$ cat src/rtl/alu_pkg.sv
// alu_pkg: shared widths, buffered ALU result record and occupancy encoding
package alu_pkg;
  localparam int DATA_W = 64;
  localparam int RD_W = 5;
  typedef struct packed {
    logic [DATA_W-1:0] data;
    logic [RD_W-1:0]   rd;
    logic              we;
  } ex_result_t;
  localparam logic [1:0] EMPTY = 2'd0;
  localparam logic [1:0] ONE   = 2'd1;
  localparam logic [1:0] TWO   = 2'd2;
endpackage

$ cat src/rtl/ex_result_buffer.sv
// ex_result_buffer: two-entry in-order elastic buffer from EX to MEM with operand forwarding
//   in_*  : ALU result handshake (in_ready registered, independent of out_ready)
//   out_* : head entry towards MEM
//   fwd_* : combinational lookup of buffered results, newest first
//   flush : synchronous discard of all entries, dominates any accept
module ex_result_buffer
  import alu_pkg::*;
(
  input  logic              clk,
  input  logic              rst_n,
  input  logic              flush,
  input  logic              in_valid,
  output logic              in_ready,
  input  logic [DATA_W-1:0] in_data,
  input  logic [RD_W-1:0]   in_rd,
  input  logic              in_we,
  output logic              out_valid,
  input  logic              out_ready,
  output logic [DATA_W-1:0] out_data,
  output logic [RD_W-1:0]   out_rd,
  output logic              out_we,
  input  logic [RD_W-1:0]   fwd_rs,
  output logic              fwd_hit,
  output logic [DATA_W-1:0] fwd_data
);
  logic [1:0] state_q, state_d;
  logic init_done_q;
  ex_result_t e0_q, e0_d, e1_q, e1_d, in_e;
  logic acc, emit, hit0, hit1, rs_nz;
  assign in_e = '{data: in_data, rd: in_rd, we: in_we};
  assign in_ready = (state_q != TWO) && init_done_q;
  assign out_valid = state_q != EMPTY;
  assign out_data = e0_q.data;
  assign out_rd = e0_q.rd;
  assign out_we = out_valid && e0_q.we;
  assign acc = in_valid && in_ready;
  assign emit = out_valid && out_ready;
  // TWO never accepts and EMPTY never emits, so the count cannot wrap
  always_comb begin
    state_d = flush ? EMPTY : state_q + {1'b0, acc} - {1'b0, emit};
    e0_d = (acc && (state_q == EMPTY || emit)) ? in_e :
           (state_q == TWO && emit) ? e1_q : e0_q;
    e1_d = (acc && state_q == ONE && !emit) ? in_e : e1_q;
  end
  always_ff @(posedge clk or negedge rst_n)
    if (!rst_n) begin
      state_q <= EMPTY;
      init_done_q <= 1'b0;
    end else begin
      state_q <= state_d;
      init_done_q <= 1'b1;
    end
  always_ff @(posedge clk) begin
    e0_q <= e0_d;
    e1_q <= e1_d;
  end
  assign rs_nz = fwd_rs != '0;
  assign hit0 = out_valid && e0_q.we && e0_q.rd == fwd_rs;
  assign hit1 = state_q == TWO && e1_q.we && e1_q.rd == fwd_rs;
  assign fwd_hit = rs_nz && (hit0 || hit1);
  assign fwd_data = !rs_nz ? '0 : hit1 ? e1_q.data : hit0 ? e0_q.data : '0;
endmodule

$ cat config.mk
export PLATFORM = sky130hd
export DESIGN_NAME = ex_result_buffer
export DESIGN_NICKNAME = d
export VERILOG_FILES = /design/src/rtl/alu_pkg.sv /design/src/rtl/ex_result_buffer.sv
export SDC_FILE = /design/constraint.sdc
export NUM_CORES = 1
export LEC_CHECK = 0
export ABC_CLOCK_PERIOD_IN_PS = 10400
export CAP_MARGIN = 10
export CORE_ASPECT_RATIO = 0.8
export CORE_MARGIN = 10
export CORE_UTILIZATION = 37
export DETAILED_ROUTE_END_ITERATION = 7
export GPL_TIMING_DRIVEN = 0
export PLACE_DENSITY = 0.66
export SLEW_MARGIN = 20
export SYNTH_ARGS = -nofsm -noshare
export SYNTH_HDL_FRONTEND = slang
export SYNTH_SLANG_ARGS = --single-unit
$ cat constraint.sdc
create_clock -name clk -period 10.4 [get_ports clk]
set_input_delay 2.08 -clock clk [delete_from_list [all_inputs] [get_ports clk]]
set_output_delay 2.08 -clock clk [all_outputs]
set_load 0.01 [all_outputs]
### Word-level counts from Yosys, hierarchy flattened

Index checks and enable logic that the tools add are counted.

* bits in registers: 143
* latch bits: 0
* RAM bits: 0
* memory bits (read-only): 0
* input port bits: 80
* output and inout port bits: 137
* word-level logic and storage cells: 40
* memories kept: 0

* add/sub/neg operators: 2
* $mul: 0
* div/mod/pow operators: 0
* magnitude comparators: 0
* equality and inequality tests: 5
* shift operators: 0
* mux-type cells: 6
* bitwise gates (word level): 0
* reductions and logical operators: 19

Operator list (count)
* $mux W64: 3
* $mux W70: 2
* $logic_and A1 B1 Y1: 12
* $eq A5 B5 Y1: 2
* $reduce_bool A5 Y1: 1
* $reduce_bool A2 Y1: 2
* $add A2 B1 Y2: 1
* $eq A2 B1 Y1 const B: 1
* $eq A2 B2 Y1 const B: 1
* $logic_not A2 Y1: 1
* $logic_or A1 B1 Y1: 2
* $mux W2: 1
* $ne A2 B2 Y1 const B: 1
* $sub A2 B1 Y2: 1
* $logic_not A1 Y1: 1

### Depth between registers and ports, before layout

Gate-level depths: netlist (run 1).

* depth after elaboration: 6
* depth in mapped cells: 8
* gate-level depth less buffers: 8

### Worst setup path after synthesis (run 1)

OpenSTA, ideal clock, no wires.

* path type: in2reg
* from: input port in_valid
* to: register e1_q[0] in the netlist's numbering (enable)
* library setup time: 695 ps
* arrival time: 9398 ps
* required time: 9705 ps
* setup slack: 307 ps
* stages: 2
* path buffers: 0
* cell sequence: nand3_2 > nor4b_1

* longest elaborated chain between the ends: 3

Ends and longest elaborated chain
* start, declared: line ex_result_buffer.sv:12 `input logic in_valid,`
* $logic_and A1 B1 Y1: line ex_result_buffer.sv:36 `assign acc = in_valid && in_ready;`
* $logic_and A1 B1 Y1 (2 in a row): line ex_result_buffer.sv:43 `e1_d = (acc && state_q == ONE && !emit) ? in_e : e1_q;`
* end signal, assigned: line ex_result_buffer.sv:55 `e1_q <= e1_d;`
* end, declared: line ex_result_buffer.sv:28 `ex_result_t e0_q, e0_d, e1_q, e1_d, in_e;`

Every way passes these cells.
A chain may end at the register's enable or synchronous reset.

### Final worst setup path (run 1)

* from: input port fwd_rs[3]
* to: output port fwd_data[3]

* longest elaborated chain between the ends: 5
* elaborated cells between the ends (all ways): 8
* those cells by class: eq/ne (2); mux (3); reduce/logical (3)

Ends and longest elaborated chain
* start, declared: line ex_result_buffer.sv:22 `input logic [RD_W-1:0] fwd_rs,`
* $eq A5 B5 Y1: line ex_result_buffer.sv:58 `assign hit0 = out_valid && e0_q.we && e0_q.rd == fwd_rs;`
* $logic_and A1 B1 Y1: line ex_result_buffer.sv:58
* $mux W64 (2 in a row): line ex_result_buffer.sv:61 `assign fwd_data = !rs_nz ? '0 : hit1 ? e1_q.data : hit0 ? e0_q.data : '0;`
* $mux W64 (*): line ex_result_buffer.sv:61
* end, declared: line ex_result_buffer.sv:24 `output logic [DATA_W-1:0] fwd_data`

Every way passes the cells marked *; elsewhere a longest branch is shown, timed or not.

==> impl_metrics.env, run 1 <==
export IMPL_io_pins=217
export IMPL_placementRows=44
export IMPL_grt_pass1_vias=5007
export IMPL_cts_tree="built"
export IMPL_dpl_cell_count=957
export IMPL_synth_edf_count=140
export IMPL_clock_latency_ns=0.41
export IMPL_status="completed"
export IMPL_fmax_mhz=149
export IMPL_p_per_area_nw_per_um2=192
export IMPL_slew_viol_final=0
export IMPL_cp_max_fo=10
export IMPL_synthArstFlopShare_pct=2.10
export IMPL_rsz0062_at_grt="no"
export IMPL_power_leakage_nw=4.17
export IMPL_critPathRequiredTime_ns=8.32
export IMPL_regArea_sq_um=4280
export IMPL_syn_nets=553
export IMPL_drt_iter0_markers=177
export IMPL_first_pass_iters=4
export IMPL_core_area_sq_um=18300
export IMPL_die_x_um=173
export IMPL_syn_instance_count=471
export IMPL_clk_pin_slew_ns=0.05
export IMPL_gr_total_overflow=0
export IMPL_critPathLaunchType="primary input"
export IMPL_clk_path_buf_depth=2
export IMPL_synthesis_area_sq_um=6960
export IMPL_clkSinkCount=143
export IMPL_period_minus_slack_ns=6.71
export IMPL_worst_slew_pin_slew_ns=0.775
export IMPL_hpwl_mm=14.1
export IMPL_ys_flop_type="edfxtp_1"
export IMPL_hold_viol_final=0
export IMPL_fin_util_pct=55.8
export IMPL_synth_seq_cells=143
export IMPL_relSlewSlack_pct=48.2
export IMPL_initial_utilization_pct=38.0
export IMPL_finalClockSkew_ns=0.00879
export IMPL_ir_drop_mv=0.105
export IMPL_vias=4545
export IMPL_cts_buffers=17
export IMPL_root_buffer="clkbuf_16"
export IMPL_setup_violations=0
export IMPL_multi_input_area_sq_um=1940
export IMPL_antenna_found_initial=1
export IMPL_viasPerCell=4.60
export IMPL_drive_gt1_share_pct=25.2
export IMPL_grt_use_total_pct=14.6
export IMPL_post_cts_setup_buffers=0
export IMPL_yosys_warnings=0
export IMPL_drc=0
export IMPL_ant_nets=0
export IMPL_finalSetupTns_ns=0
export IMPL_finalCritPeriodShare_pct=64.5
export IMPL_endpoint_kind="output pin"
export IMPL_numPortBuffers=216
export IMPL_drv_cap=0
export IMPL_grt_max_degree=19
export IMPL_synth_seq_area_share_pct=61.5
export IMPL_synth_cell_type_count=29
export IMPL_final_cells=989
export IMPL_die_h_um=143
export IMPL_die_area_sq_um=24700
export IMPL_avgSynthCellArea_sq_um=14.8
export IMPL_routed_wl_mm=18.5
export IMPL_avgRoutedWirePerCell_um=18.7
export IMPL_layout_nets=805
export IMPL_ctsHoldBuffers=0
export IMPL_cts_resized=0
export IMPL_fillers=1494
export IMPL_arrival_ns=4.63
export IMPL_cts_max_level=4
export IMPL_syn2layout_area_growth_pct=46.9
export IMPL_grt_pass1_wl_mm=28.3
export IMPL_hold_class="reg2reg"
export IMPL_gp_congestion=0.823
export IMPL_path_class="in2out"
## cell families (layout without fill, tap and decap cells)
family,Yosys count,after routing,synth area share (%)
flops,143,143,61.5
buf+inv,95,359,10.9
simple gates,80,80,4.78
compound gates,4,4,0.395
mux,134,134,20.5
fa+ha+maj,2,2,0.359
other cells,1,2,0.0539
xor+xnor,12,12,1.51
## worst paths after layout
kind                                            from                     end  slack, ns  depth (start not counted)
worst max-delay path                       fwd_rs[3]             fwd_data[3]       3.69                          9
worst min-delay path              e1_q[34]$_DFFE_PP_  out_data[28]$_DFFE_PP_       0.57                          1
worst max register to register  state_q[0]$_DFF_PN0_      e1_q[64]$_DFFE_PP_       7.77                          6
worst min register to register    e1_q[34]$_DFFE_PP_  out_data[28]$_DFFE_PP_       0.57                          1
max in group asynchronous                      rst_n    state_q[1]$_DFF_PN0_       8.40                          1
min in group asynchronous                      rst_n   init_done_q$_DFF_PN0_       1.85                          1
## cells in the mapped netlist (2+ instances only)
cell type,number,area (sq um)
buf_4,71,533
buf_6,18,203
dfrtp_1,3,75.1
edfxtp_1,140,4200
ha_1,2,25.0
inv_1,4,15.0
mux2_1,23,259
mux2_2,47,529
mux2i_1,64,641
nor2_1,69,259
nor2b_1,2,12.5
xnor2_1,3,26.3
xor2_1,9,78.8
## worst max-delay path, cell delays in order
cell	delay (ns)
clkdlybuf4s50_1	0.48
xor2_1	0.19
nor4_1	0.38
nand3_1	0.17
buf_4	0.25
buf_6	0.18
mux2i_1	0.13
nor2_1	0.17
clkdlybuf4s50_1	0.60
## per-stage QoR
stage | hold slack, ns | area [sq um] | total power, mW | worst slack (ns)
floorplan | 0.535 | 6960 | 1.09 | 0.307
finish | 0.567 | 10200 | 1.96 | 3.69
global route | 0.590 | 10200 | 2.05 | 3.59
CTS | 0.569 | 10200 | 1.99 | 3.68
detailed placement | 0.551 | 9650 | 1.38 | 3.73
global placement | 0.544 | 9440 | 1.36 | -5.03
## per-layer routing
| metal | track usage, % | routed length, um |
|---|---|---|
| met2 | 23.4 | 8550 |
| met4 | 4.85 | 308 |
| met5 | 0 | 0 |
| met1 | 16.7 | 7830 |
| met3 | 7.30 | 1830 |
## registers in the layout, indices dropped and copies added, names as in the netlist
register     count
e1_q            70
out_data        64
out_rd           5
state_q          2
e0_q             1
init_done_q      1
## final cells by class
class                   count  area share (%)
clock buffers              18            4.20
multi-input cells         233            19.0
clock inverters            13            1.44
flip-flops and latches    143            41.8
inverters                   4           0.147
well taps                 253            3.10
diodes                      1          0.0245
plain buffers              91            7.28
repair buffers            233            23.0
## layout by cell type (no fill, tap or decap), types with 2 or more instances in the layout
master / instances
buf_16: 4
inv_1: 4
dfrtp_1: 3
buf_2: 9
mux2_2: 47
buf_4: 76
bufinv_16: 3
clkdlybuf4s50_1: 216
clkinv_4: 2
clkbuf_16: 17
mux2_1: 23
xnor2_1: 3
clkbuf_1: 2
ha_1: 2
xor2_1: 9
clkinv_1: 2
nor2_1: 69
edfxtp_1: 140
mux2i_1: 64
buf_6: 18
nor2b_1: 2
clkinv_2: 5
## power breakdown
part | switching [mW] | internal (mW) | total, mW
Clock | 0.227 | 0.372 | 0.599
Sequential | 0.0504 | 0.751 | 0.801
Combinational | 0.218 | 0.343 | 0.562
Total | 0.496 | 1.47 | 1.96
Note: power is estimated with default switching activity, not from simulation.
==> inputs of run 2 (changes only) <==
--- a/config.mk
+++ b/config.mk
@@ -5,7 +5,7 @@
 export SDC_FILE = /design/constraint.sdc
 export NUM_CORES = 1
 export LEC_CHECK = 0
-export ABC_CLOCK_PERIOD_IN_PS = 10400
+export ABC_CLOCK_PERIOD_IN_PS = 6800
 export CAP_MARGIN = 10
 export CORE_ASPECT_RATIO = 0.8
 export CORE_MARGIN = 10
==> constraint.sdc (replaced) <==
create_clock -name clk -period 6.8 [get_ports clk]
set_input_delay 1.36 -clock clk [delete_from_list [all_inputs] [get_ports clk]]
set_output_delay 1.36 -clock clk [all_outputs]
set_load 0.01 [all_outputs]
==> run 2 against run 1 <==
Non-clock buffer count down 5. Setup slack worse by 2.0 ns. Sequential share of layout area down 0.24 points. Worst hold slack worse by 0.0036 ns. Sequential power up 54%. Flip-flop and latch count unchanged. Die area unchanged. Register-to-register slack worse by 3.6 ns. Critical endpoint is now fwd_data[10]. Largest power group unchanged.
==> impl_metrics.env, run 2 (synthesis results as in run 1) <==
export IMPL_layout_nets=800
export IMPL_max_flop_register="e1_q"
export IMPL_dpl_cell_count=952
export IMPL_grt_use_total_pct=14.9
export IMPL_arrival_ns=3.77
export IMPL_post_cts_setup_buffers=0
export IMPL_hold_viol_final=0
export IMPL_final_cell_mix="clkdlybuf4s50_1 (216), edfxtp_1 (140), buf_4 (74), nor2_1 (69), mux2i_1 (64)"
export IMPL_path_class="in2out"
export IMPL_finalSetupTns_ns=0
export IMPL_cpMostUsedCell="clkdlybuf4s50_1"
export IMPL_worst_slew_pin_slew_ns=0.668
export IMPL_core_area_sq_um=18300
export IMPL_antenna_found_initial=1
export IMPL_dp_slack_ns=1.65
export IMPL_hold_class="reg2reg"
export IMPL_rsz0062_at_grt="no"
export IMPL_avgRoutedWirePerCell_um=19.0
export IMPL_gr_total_overflow=0
export IMPL_crit_path_cell_trace="clkdlybuf4s50_1 -> xor2_1 -> nor4_1 -> nand3_1 -> buf_4 -> buf_6 -> mux2i_1 -> nor2_1 -> clkdlybuf4s50_1"
export IMPL_status="completed"
export IMPL_r2r_start="state_q[0]$_DFF_PN0_"
export IMPL_clk_pin_slew_ns=0.06
export IMPL_initial_utilization_pct=38.0
export IMPL_mostFrequentLayoutCell="clkdlybuf4s50_1"
export IMPL_power_leakage_nw=4.17
export IMPL_finalCritPeriodShare_pct=75.5
export IMPL_slew_viol_final=0
export IMPL_clock_latency_ns=0.41
export IMPL_viasPerCell=4.55
export IMPL_use_met2_pct=23.5
export IMPL_hp_start="e1_q[47]$_DFFE_PP_"
export IMPL_hold_path_depth=1
export IMPL_first_pass_iters=4
export IMPL_grt_busiest_layer="met2"
export IMPL_cp_num_buf_inv=4
export IMPL_drv_cap=0
export IMPL_gp_congestion=0.806
export IMPL_reg2reg_slack_ns=4.20
export IMPL_syn2layout_area_growth_pct=47.8
export IMPL_worstRegToRegCells=7
export IMPL_grt_max_degree=19
export IMPL_setup_violations=0
export IMPL_cts_resized=0
export IMPL_cts_buffers=17
export IMPL_root_buffer="clkbuf_16"
export IMPL_io_pins=217
export IMPL_grtUsageMet1_pct=17.4
export IMPL_grt_pass1_vias=5037
export IMPL_use_met3_pct=8.27
export IMPL_clkSinkCount=143
export IMPL_die_area_sq_um=24700
export IMPL_antenna_cells=0
export IMPL_period_minus_slack_ns=5.13
export IMPL_p_per_area_nw_per_um2=300
export IMPL_critPathRequiredTime_ns=5.44
export IMPL_endpoint_kind="output pin"
export IMPL_largest_reg_flops=70
export IMPL_critPathLaunchType="primary input"
export IMPL_cts_tree="built"
export IMPL_ir_drop_mv=0.171
export IMPL_fmax_mhz=195
export IMPL_placementRows=44
export IMPL_drive_gt1_share_pct=24.4
export IMPL_ctsHoldBuffers=0
export IMPL_relSlewSlack_pct=55.5
export IMPL_finalClockSkew_ns=0.00507
export IMPL_drc=0
export IMPL_ant_nets=0
export IMPL_cts_max_level=4
export IMPL_r2r_end="e1_q[52]$_DFFE_PP_"
export IMPL_cp_max_fo=10
export IMPL_numPortBuffers=216
export IMPL_die_x_um=173
export IMPL_cpPeakStageDelay_ns=0.59
export IMPL_hpwl_mm=14.2
export IMPL_clk_path_buf_depth=2
export IMPL_min_to="out_data[41]$_DFFE_PP_"
export IMPL_vias=4474
export IMPL_setup_ws_ns=1.67
export IMPL_holdWs_ns=0.563
export IMPL_cpLargestDelayFamily="buffers and inverters"
export IMPL_routed_wl_mm=18.7
export IMPL_fin_total_pwr_mw=3.09
export IMPL_drt_iter0_markers=160
export IMPL_cp_slowest_cell="clkdlybuf4s50_1"
export IMPL_final_cells=984
export IMPL_grt_pass1_wl_mm=29.0
export IMPL_die_h_um=143
[run 2: power breakdown]
group,switching [mW],internal (mW),total [mW],leakage [nW]
Clock,0.353,0.650,1.00,0.304
Combinational,0.333,0.526,0.859,2.53
Sequential,0.0767,1.15,1.23,1.33
Total,0.763,2.32,3.09,4.17
[run 2: metal layers]
layer	up-vias	wire, um
met5	-	0
met4	0	140
met3	14	1990
met2	146	8640
met1	2178	7970
li1	2136	-
[run 2: cell type report]
class	instances	area (sq um)
Sequential cell	143	4280
Timing Repair Buffer	228	2350
Inverter	4	15.0
Clock buffer	21	440
Multi-Input combinational cell	233	1950
Clock inverter	11	189
Fill cell	1483	8050
Buffer	91	744
Tap cell	253	317
[run 2: metrics by stage]
| stage | util [%] | instance area (sq um) |
|---|---|---|
| 2_1_floorplan | - | 6970 |
| 3_3_place_gp | 51.5 | 9450 |
| 3_5_place_dp | 52.7 | 9660 |
| 4_1_cts | 56.1 | 10300 |
| 5_1_grt | 56.1 | 10300 |
| 6_report | 56.1 | 10300 |
[run 2: worst max-delay path by stage]
| stage | start | to | slack [ns] | cells past startpoint |
|---|---|---|---|---|
| 6_report | fwd_rs[3] | fwd_data[10] | 1.67 | 9 |
| 5_1_grt | fwd_rs[3] | fwd_data[10] | 1.45 | 8 |
| 4_1_cts | fwd_rs[3] | fwd_data[10] | 1.60 | 9 |
| 3_5_place_dp | fwd_rs[2] | fwd_data[10] | 1.65 | 6 |
| 3_3_place_gp | in_valid | e1_q[60]$_DFFE_PP_ | -2.27 | 3 |
| 2_1_floorplan | in_valid | e1_q[0]$_DFFE_PP_ | 0.94 | 2 |
==> inputs of run 3 (changes only) <==
--- a/config.mk
+++ b/config.mk
@@ -5,7 +5,7 @@
 export SDC_FILE = /design/constraint.sdc
 export NUM_CORES = 1
 export LEC_CHECK = 0
-export ABC_CLOCK_PERIOD_IN_PS = 6800
+export ABC_CLOCK_PERIOD_IN_PS = 5000
 export CAP_MARGIN = 10
 export CORE_ASPECT_RATIO = 0.8
 export CORE_MARGIN = 10
==> constraint.sdc (replaced) <==
create_clock -name clk -period 5 [get_ports clk]
set_input_delay 1 -clock clk [delete_from_list [all_inputs] [get_ports clk]]
set_output_delay 1 -clock clk [all_outputs]
set_load 0.01 [all_outputs]
==> run 3 against run 2 <==
Flip-flop and latch count unchanged. Global-route usage is 0.064 points lower. Non-clock buffer count is the same. Power grew 35%. Count of clock-buffer cells in the layout decreased by 3. Clock skew up 0.0026 ns. Register-to-register slack got worse by 1.8 ns. Critical path depth is the same. Cell area fell by 0.16%. Clock power up 33%. Via count rose by 0.89%. Critical endpoint is now fwd_data[32]. Largest cell class unchanged.
==> impl_metrics.env, run 3 (synthesis results as in run 1) <==
export IMPL_grt_max_degree=21
export IMPL_swShare_pct=25.4
export IMPL_hold_class="reg2reg"
export IMPL_finalClockSkew_ns=0.00771
export IMPL_cts_tree="built"
export IMPL_seqPwrFrac_pct=40.0
export IMPL_gp_congestion=0.801
export IMPL_cts_resized=0
export IMPL_switchingPower_mw=1.06
export IMPL_p_int_mw=3.11
export IMPL_drive_gt1_share_pct=24.8
export IMPL_vias=4514
export IMPL_gr_total_overflow=0
export IMPL_status="completed"
export IMPL_die_area_sq_um=24700
export IMPL_dpl_cell_count=952
export IMPL_routed_wl_mm=18.4
export IMPL_hold_viol_final=0
export IMPL_ant_nets=0
export IMPL_final_cell_mix="clkdlybuf4s50_1 (216), edfxtp_1 (140), buf_4 (74), nor2_1 (69), mux2i_1 (64)"
export IMPL_period_minus_slack_ns=4.49
export IMPL_cts_buffers=17
export IMPL_p_per_area_nw_per_um2=406
export IMPL_holdWs_ns=0.564
export IMPL_antenna_found_initial=0
export IMPL_fmax_mhz=223
export IMPL_endpoint_kind="output pin"
export IMPL_fin_total_pwr_mw=4.17
export IMPL_finalCritPeriodShare_pct=89.8
export IMPL_max_flop_register="e1_q"
export IMPL_critPathLaunchType="primary input"
export IMPL_drc=0
export IMPL_ir_drop_mv=0.259
export IMPL_grt_use_total_pct=14.9
export IMPL_cp_slowest_cell="clkdlybuf4s50_1"
export IMPL_cpPeakStageDelay_ns=0.57
export IMPL_relSlewSlack_pct=41.3
export IMPL_cts_max_level=4
export IMPL_setup_violations=0
export IMPL_power_leakage_nw=4.15
export IMPL_drv_cap=0
export IMPL_root_buffer="clkbuf_16"
export IMPL_first_pass_iters=7
export IMPL_clock_latency_ns=0.41
export IMPL_hpwl_mm=13.9
export IMPL_cpMostUsedCell="clkdlybuf4s50_1"
export IMPL_initial_utilization_pct=38.0
export IMPL_grt_pass1_wl_mm=29.0
export IMPL_final_cells=983
export IMPL_dp_slack_ns=0.560
export IMPL_crit_path_cell_trace="clkdlybuf4s50_1 -> xor2_1 -> nor4_1 -> nand3_1 -> o2bb2ai_1 -> buf_4 -> buf_6 -> nor2_1 -> clkdlybuf4s50_1"
export IMPL_rsz0062_at_grt="no"
export IMPL_clk_path_buf_depth=2
export IMPL_die_x_um=173
export IMPL_core_area_sq_um=18300
export IMPL_critPathRequiredTime_ns=4.00
export IMPL_path_class="in2out"
export IMPL_antenna_cells=0
export IMPL_layout_nets=800
export IMPL_drt_iter0_markers=156
export IMPL_avgRoutedWirePerCell_um=18.7
export IMPL_clkSinkCount=143
export IMPL_post_cts_setup_buffers=0
export IMPL_setup_ws_ns=0.511
export IMPL_slew_viol_final=0
export IMPL_placementRows=44
export IMPL_grt_pass1_vias=4973
export IMPL_clk_pin_slew_ns=0.06
export IMPL_io_pins=217
export IMPL_worst_slew_pin_slew_ns=0.877
export IMPL_die_h_um=143
export IMPL_numPortBuffers=216
export IMPL_cp_max_fo=10
export IMPL_syn2layout_area_growth_pct=47.5
export IMPL_mostFrequentLayoutCell="clkdlybuf4s50_1"
export IMPL_arrival_ns=3.49
export IMPL_viasPerCell=4.59
export IMPL_power_frac_clock_pct=32.0
export IMPL_combPwrFrac_pct=28.1
export IMPL_ctsHoldBuffers=0
export IMPL_largest_reg_flops=70
## run 3: metrics by stage
step	instance area [sq um]	setup TNS [ns]	utilization, %
finish	10300	0	56.0
global route	10300	0	56.0
CTS	10300	0	56.0
detailed placement	9650	0	52.7
global placement	9460	-92.54	51.6
floorplan	6980	0	-
## run 3: path summary, 6_finish.rpt
check | from | end | slack [ns] | depth (start not counted)
max in group asynchronous | rst_n | state_q[1]$_DFF_PN0_ | 4.07 | 1
hold reg to reg | e1_q[34]$_DFFE_PP_ | out_data[28]$_DFFE_PP_ | 0.56 | 1
setup reg to reg | state_q[0]$_DFF_PN0_ | e1_q[54]$_DFFE_PP_ | 2.38 | 6
hold / removal | e1_q[34]$_DFFE_PP_ | out_data[28]$_DFFE_PP_ | 0.56 | 1
setup / recovery | fwd_rs[3] | fwd_data[32] | 0.51 | 9
min in group asynchronous | rst_n | init_done_q$_DFF_PN0_ | 0.78 | 1
## run 3: routing by layer
metal	track usage [%]	share of wire [%]
met1	18.6	45
met2	23.3	47
met3	6.53	8.3
met4	3.53	0.50
met5	0	0
## run 3: area by class of cell
type                       instances  area [sq um]
sequential                       143          4280
timing repair buffer             228          2350
multi-input combinational        233          1950
fill                            1496          8060
inverter                           4          15.0
buffer                            91           744
tap                              253           317
clock inverter                    13           189
clock buffer                      18           429
## run 3: worst max-delay path, delay by kind of cell
kind / cells / cell delay, ns
AND/OR/NAND/NOR: 3 / 0.70
AO/OA/AOI/OAI: 1 / 0.17
buffers and inverters: 4 / 1.43
XOR/XNOR: 1 / 0.19
## run 3: power groups by stage
stage / logic, mW / clock network (mW) / registers, mW
floorplan: 0.598 / 0 / 1.67
global placement: 1.11 / 0 / 1.70
detailed placement: 1.18 / 0 / 1.69
CTS: 1.19 / 1.37 / 1.67
global route: 1.26 / 1.42 / 1.69
finish: 1.17 / 1.33 / 1.67
